<file path="config.mk">
export PLATFORM = sky130hd
export DESIGN_NAME = timing_stim_sequencer_flat
export DESIGN_NICKNAME = d
export VERILOG_FILES = /design/src/rtl/timing_stim_sequencer_if.sv /design/src/rtl/timing_stim_sequencer.sv /design/src/flat_wrapper.sv
export SDC_FILE = /design/constraint.sdc
export NUM_CORES = 1
export LEC_CHECK = 0
export BUFFER_PORTS_ARGS = -buffer_cell sky130_fd_sc_hd__buf_2
export CAP_MARGIN = 15
export CORE_MARGIN = 2
export CORE_UTILIZATION = 35
export CTS_BUF_LIST = sky130_fd_sc_hd__clkbuf_8
export CTS_CLUSTER_SIZE = 12
export DETAILED_ROUTE_END_ITERATION = 12
export GPL_TIMING_DRIVEN = 0
export PLACE_DENSITY = 0.6
export SLEW_MARGIN = 10
export SYNTH_ARGS = -nofsm -noshare
export SYNTH_HDL_FRONTEND = slang
export SYNTH_SLANG_ARGS = --single-unit
</file>
<file path="constraint.sdc">
create_clock -name clk -period 3.3 [get_ports clk]
set_clock_uncertainty 0.2 [all_clocks]
set_input_delay 0.66 -clock clk [delete_from_list [all_inputs] [get_ports clk]]
set_output_delay 0.66 -clock clk [all_outputs]
set_load 0.05 [all_outputs]
</file>
<file path="src/rtl/timing_stim_sequencer_if.sv">
// Handshake bundle between a stimulus source and the timing sequencer.
// The master side drives launch/abort/config; the slave side (sequencer)
// drives the start level, the strobes and the status outputs.
interface timing_stim_sequencer_if #(
    parameter int DW = 4,
    parameter int CW = 8
);
    logic          go;
    logic          abort;
    logic [DW-1:0] cfg_delay1;
    logic [DW-1:0] cfg_delay2;
    logic          start;
    logic          trigger;
    logic          enable;
    logic          busy;
    logic          done;
    logic          err;
    logic [CW-1:0] seq_count;

    modport master (
        output go, abort, cfg_delay1, cfg_delay2,
        input  start, trigger, enable, busy, done, err, seq_count
    );

    modport slave (
        input  go, abort, cfg_delay1, cfg_delay2,
        output start, trigger, enable, busy, done, err, seq_count
    );
endinterface

</file>
<file path="src/rtl/timing_stim_sequencer.sv">
// Stimulus sequencer: on a launch request emits a start level, then a
// trigger strobe after delay1 idle cycles, an enable strobe after delay2
// more idle cycles, and finally a done strobe. Delays are captured at
// launch. Every output is a flop fed from the next-state logic, so there
// is no combinational path from inputs to outputs.
module timing_stim_sequencer #(
    parameter int DW = 4,
    parameter int CW = 8
) (
    input  logic                   clk,
    input  logic                   rst,
    timing_stim_sequencer_if.slave bus
);
    localparam logic [2:0] S_IDLE  = 3'd0;
    localparam logic [2:0] S_WAIT1 = 3'd1;
    localparam logic [2:0] S_TRIG  = 3'd2;
    localparam logic [2:0] S_WAIT2 = 3'd3;
    localparam logic [2:0] S_ENA   = 3'd4;
    localparam logic [2:0] S_DONE  = 3'd5;

    logic [2:0]    state_q, state_d;
    logic [DW-1:0] cnt_q, cnt_d;
    logic [DW-1:0] d1_q, d1_d;
    logic [DW-1:0] d2_q, d2_d;
    logic          err_d;

    logic          start_q, trigger_q, enable_q, busy_q, done_q, err_q;
    logic [CW-1:0] seq_count_q;

    // Next-state logic; abort overrides every normal transition outside IDLE.
    always_comb begin
        state_d = state_q;
        cnt_d   = cnt_q;
        d1_d    = d1_q;
        d2_d    = d2_q;
        err_d   = 1'b0;
        case (state_q)
            S_IDLE: begin
                if (bus.go) begin
                    d1_d    = bus.cfg_delay1;
                    d2_d    = bus.cfg_delay2;
                    cnt_d   = '0;
                    state_d = (bus.cfg_delay1 != '0) ? S_WAIT1 : S_TRIG;
                end
            end
            S_WAIT1: begin
                if (cnt_q == d1_q - DW'(1)) begin
                    cnt_d   = '0;
                    state_d = S_TRIG;
                end else begin
                    cnt_d = cnt_q + DW'(1);
                end
            end
            S_TRIG: begin
                state_d = (d2_q != '0) ? S_WAIT2 : S_ENA;
            end
            S_WAIT2: begin
                if (cnt_q == d2_q - DW'(1)) begin
                    cnt_d   = '0;
                    state_d = S_ENA;
                end else begin
                    cnt_d = cnt_q + DW'(1);
                end
            end
            S_ENA:   state_d = S_DONE;
            S_DONE:  state_d = S_IDLE;
            default: state_d = S_IDLE;
        endcase
        if (bus.abort && state_q != S_IDLE) begin
            state_d = S_IDLE;
            cnt_d   = '0;
            err_d   = 1'b1;
        end
    end

    // State, latched delays and counter.
    always_ff @(posedge clk or negedge rst) begin
        if (!rst) begin
            state_q <= S_IDLE;
            cnt_q   <= '0;
            d1_q    <= '0;
            d2_q    <= '0;
        end else begin
            state_q <= state_d;
            cnt_q   <= cnt_d;
            d1_q    <= d1_d;
            d2_q    <= d2_d;
        end
    end

    // Registered outputs decoded from the state being entered.
    always_ff @(posedge clk or negedge rst) begin
        if (!rst) begin
            start_q     <= 1'b0;
            busy_q      <= 1'b0;
            trigger_q   <= 1'b0;
            enable_q    <= 1'b0;
            done_q      <= 1'b0;
            err_q       <= 1'b0;
            seq_count_q <= '0;
        end else begin
            start_q   <= (state_d == S_WAIT1) || (state_d == S_TRIG) ||
                         (state_d == S_WAIT2) || (state_d == S_ENA);
            busy_q    <= (state_d == S_WAIT1) || (state_d == S_TRIG) ||
                         (state_d == S_WAIT2) || (state_d == S_ENA);
            trigger_q <= (state_d == S_TRIG);
            enable_q  <= (state_d == S_ENA);
            done_q    <= (state_d == S_DONE);
            err_q     <= err_d;
            // Count on DONE entry; a later abort in DONE does not undo it.
            if (state_d == S_DONE && state_q != S_DONE)
                seq_count_q <= seq_count_q + CW'(1);
        end
    end

    assign bus.start     = start_q;
    assign bus.busy      = busy_q;
    assign bus.trigger   = trigger_q;
    assign bus.enable    = enable_q;
    assign bus.done      = done_q;
    assign bus.err       = err_q;
    assign bus.seq_count = seq_count_q;
endmodule

</file>
<file path="src/flat_wrapper.sv">
// flat-port wrapper written by rule: the top's interface ports become plain ports
module timing_stim_sequencer_flat 
#(
    parameter int DW = 4,
    parameter int CW = 8
)
  (clk, rst, bus_go, bus_abort, bus_cfg_delay1, bus_cfg_delay2, bus_start, bus_trigger, bus_enable, bus_busy, bus_done, bus_err, bus_seq_count);
  timing_stim_sequencer_if #(.DW(DW), .CW(CW)) bus_i ();
  input  logic clk;
  input  logic rst;
  input wire logic [$bits(bus_i.go)-1:0] bus_go;
  input wire logic [$bits(bus_i.abort)-1:0] bus_abort;
  input wire logic [$bits(bus_i.cfg_delay1)-1:0] bus_cfg_delay1;
  input wire logic [$bits(bus_i.cfg_delay2)-1:0] bus_cfg_delay2;
  output wire logic [$bits(bus_i.start)-1:0] bus_start;
  output wire logic [$bits(bus_i.trigger)-1:0] bus_trigger;
  output wire logic [$bits(bus_i.enable)-1:0] bus_enable;
  output wire logic [$bits(bus_i.busy)-1:0] bus_busy;
  output wire logic [$bits(bus_i.done)-1:0] bus_done;
  output wire logic [$bits(bus_i.err)-1:0] bus_err;
  output wire logic [$bits(bus_i.seq_count)-1:0] bus_seq_count;
  assign bus_i.go = bus_go;
  assign bus_i.abort = bus_abort;
  assign bus_i.cfg_delay1 = bus_cfg_delay1;
  assign bus_i.cfg_delay2 = bus_cfg_delay2;
  assign bus_start = bus_i.start;
  assign bus_trigger = bus_i.trigger;
  assign bus_enable = bus_i.enable;
  assign bus_busy = bus_i.busy;
  assign bus_done = bus_i.done;
  assign bus_err = bus_i.err;
  assign bus_seq_count = bus_i.seq_count;
  timing_stim_sequencer #(.DW(DW), .CW(CW)) u_core (.clk(clk), .rst(rst), .bus(bus_i));
endmodule
</file>
==> qor.txt <==
========================================================================================
Post-cts resize count .....................................................            0
Endpoint type of the worst setup path .....................................     register
Synthesized Nets ..........................................................          157
Worst max-slew margin expressed relative to the limit .....................        58.5%
Routed wire length per instance ...........................................      13.2 µm
Cell area after placement .................................................  0.00166 mm²
Wire length of the first global-routing pass ..............................      5.02 mm
Number of nets at the end of the flow .....................................          187
# rows ....................................................................           23
Syn Inst Count ............................................................          140
Inst Count DP .............................................................          215
Antenna violations before repair ..........................................            0
Seq pwr share .............................................................        33.6%
Sequential cell area fraction in the yosys report .........................        47.7%
Area delta synth->final ...................................................        15.6%
Seq. cell area ............................................................      701 µm²
Sinks on the clock net ....................................................           28
Number of design rule violations left after detail routing ................            0
Total of fill cells in the finished design ................................          420
Delay contributed by the slowest stage of the critical path ...............      0.60 ns
Total gr overflow .........................................................            0
Floorplan Core Area .......................................................  0.00403 mm²
Net load switching power ..................................................   0.000791 W
Highest clock rate ........................................................    0.392 GHz
Worst hold path type ......................................................  in -> async
Vias ......................................................................        1,093
Top-area cell type share of the netlist area ..............................        47.7%
Diodes inserted ...........................................................            0
Count of hold-fix buffers inserted at cts .................................            0
Skew-Pair Late Insertion Delay ............................................      0.28 ns
Worst IR Drop VDD .........................................................   0.000441 V
Mapped Area ...............................................................  0.00147 mm²
Number of distinct library cells after synthesis ..........................           38
Antenna Nets Post-Route ...................................................            0
Synthesis-stage register bit count ........................................           28
Shortest clock period the worst path allows after layout ..................      2.55 ns
Category of cells accounting for the largest share of critical-path delay . simple AND/OR/NAND/NOR gates
Library cell occupying the most area in the post-synthesis netlist ........ sky130_fd_sc_hd__dfrtp_1
TNS Setup .................................................................         0 ns
Die Outline Area ..........................................................  0.00473 mm²
Fraction of final layout cells sized beyond drive strength 1 ..............        25.6%
Die width .................................................................      68.8 µm
Clock group share of total power ..........................................        10.8%
Commonest cells after routing, fill and taps aside ........................ 28 x sky130_fd_sc_hd__dfrtp_1, 26 x sky130_fd_sc_hd__buf_2, 14 x sky130_fd_sc_hd__xnor2_1
Highest-delay cell along the critical path ................................ sky130_fd_sc_hd__or4b_2
Ports placed on the boundary ..............................................           26
Leakage ...................................................................     0.812 nW
Most common cell after layout, fill and taps aside ........................ sky130_fd_sc_hd__dfrtp_1
CP Data Required Time .....................................................      3.27 ns
H-tree depth ..............................................................            1
Bufs on Longest Clock Path ................................................            2
Transition time at the pin with the least slew margin .....................     0.622 ns
Outcome ................................................................... complete, no violations
CP cell instances ......................................................... inv_1, ha_1, nor3b_1, or4b_2, o311ai_0, a41o_1, buf_6, nand2_1, mux2_2
Hold WS ...................................................................     0.185 ns
Setup repair after global routing missed its margin .......................           no
Global placer's final weighted congestion .................................        0.809
Final count of hold timing violations .....................................            0
Via count of the first global-routing pass ................................        1,112
Avg Inst Size Synth .......................................................     10.5 µm²
Number of violations reported at the end of detailed-routing iteration 0 ..           26
Number of buffer and inverter stages on the critical path .................            2
Cell types occupying the most area after synthesis ........................ sky130_fd_sc_hd__dfrtp_1 48%, sky130_fd_sc_hd__xnor2_1 8.3%, sky130_fd_sc_hd__ha_1 4.3%
Switching share of power ..................................................        46.0%
Setup bufs post-CTS .......................................................            0
Pwr per Cell Area .........................................................  1010 mW/mm²
Flop2flop setup slack .....................................................      0.75 ns
Initial Utilization .......................................................        36.5%
CP max FO .................................................................           10
Root Buffer ............................................................... sky130_fd_sc_hd__clkbuf_8
Total of endpoints with negative setup slack in the final report ..........            0
Wire length reported by the detailed router ...............................      2.87 mm
Critical Path Start Type ..................................................     register
Number of CTS-inserted buffers ............................................            3
Yosys synthesis warning count .............................................            0
Number of vias per cell ...................................................         5.01
Worst-path clk slew .......................................................      0.09 ns
Post-DP HPWL ..............................................................      2.16 mm
Number of violations of the max-capacitance limit .........................            0
Path type of the worst setup path .........................................   reg -> reg
Portion of the clock cycle consumed by the worst path in the final layout .        77.4%
Clock tree from TritonCTS .................................................        built
Number of search-and-repair iterations in the first detailed-routing pass .            4
Arrival time worst endpoint ...............................................      2.52 ns
Proportion of power drawn by combinational gates ..........................        55.6%
Total GRT Usage ...........................................................        14.6%
Max Transition Viols Final ................................................            0
Largest net degree at the start of global routing .........................           29
PortBufs ..................................................................           25
Non-filler cells in the finished layout ...................................          218
Multi-input gate area in the final layout .................................      699 µm²
P_int .....................................................................   0.000928 W
Vertical die dimension ....................................................      68.8 µm
Final non-filler cell area ................................................  0.00170 mm²
========================================================================================
-- synth_stat cells, drive strengths merged --
library cell	count
nor2b	2
a31oi	1
xnor2	14
and2	3
o21a	1
nor2	6
o22ai	2
a41oi	1
buf	3
a31o	1
or3	1
o21bai	1
or4	1
a21bo	1
and3	3
mux2	5
inv	10
nand4	4
ha	5
nand2	9
nor3b	3
nand3	7
clkbuf	2
xor2	4
o21ai	8
dfrtp	28
a21oi	1
a41o	1
nor3	8
a21o	1
or4b	1
o311ai	1
xor3	1
-- power groups by stage --
stage / Combinational, W / Clock, W / Sequential (W)
after floorplan: 0.000635 / 0 / 0.000704
after CTS: 0.000965 / 0.000195 / 0.000578
after global placement: 0.000930 / 0 / 0.000581
after detailed placement: 0.000961 / 0 / 0.000585
final: 0.000956 / 0.000186 / 0.000577
after global routing: 0.00107 / 0.000208 / 0.000600
-- worst reg2reg max path: cells and delay by family, from the launching register on --
family | cells | cell delay, ns
muxes | 1 | 0.30
and+or+nand+nor | 3 | 0.87
AOI/OAI and AO/OA | 2 | 0.27
buffers and inverters | 2 | 0.22
adders and majority gates | 1 | 0.19
DFF | 1 | 0.39
-- cells by family after synthesis --
logic type                 share of synthesized area (%)
DFF                                                 47.7
adders and majority gates                           4.26
xor gates and xnor gates                            12.4
AOI/OAI and AO/OA                                   9.11
and+or+nand+nor                                     18.1
buffers and inverters                               4.69
muxes                                               3.83
-- area by class of cell --
type	instances	area share, %
Buffer	5	1.84
Clock buffer	3	2.43
Inverter	10	2.21
Multi-Input combinational cell	97	41.2
Sequential cell	28	41.3
Tap cell	50	3.68
Timing Repair Buffer	25	7.37
-- path summary, 6_finish.rpt --
kind / start / end / cells after the start
worst max-delay path: u_core.d2_q[0] / u_core.bus.seq_count[1] / 9
worst min-delay path: rst / u_core.d2_q[1] / 1
worst max register to register: u_core.d2_q[0] / u_core.bus.seq_count[1] / 9
worst min register to register: u_core.bus.seq_count[7] / u_core.bus.seq_count[7] / 1
max in group asynchronous: rst / u_core.bus.seq_count[3] / 1
min in group clk: u_core.bus.seq_count[7] / u_core.bus.seq_count[7] / 1
-- routing by layer --
| layer | global-route usage, % | part of all wire (%) |
|---|---|---|
| met5 | 0 | 0 |
| met1 | 19.0 | 48 |
| met2 | 23.0 | 44 |
| met3 | 2.27 | 5.0 |
| met4 | 8.82 | 2.9 |
-- per-stage QoR --
step	total power [W]	worst slack, ns	utilization, %
after floorplan	0.00134	0.755	-
after global placement	0.00151	0.561	41.1
after detailed placement	0.00155	0.546	41.1
after CTS	0.00174	0.726	42.1
after global routing	0.00188	0.569	42.1
final	0.00172	0.747	42.1
-- flip-flops by register name, indices dropped and copies added (netlist names) --
register and flops:
u_core.d1_q 4, u_core.bus.start 1, u_core.bus.trigger 1, u_core.bus.err 1
u_core.bus.seq_count 8, u_core.cnt_q 4, u_core.d2_q 4, u_core.bus.done 1
u_core.state_q 3, u_core.bus.enable 1
No activity file was read; power rests on OpenSTA's default activity.
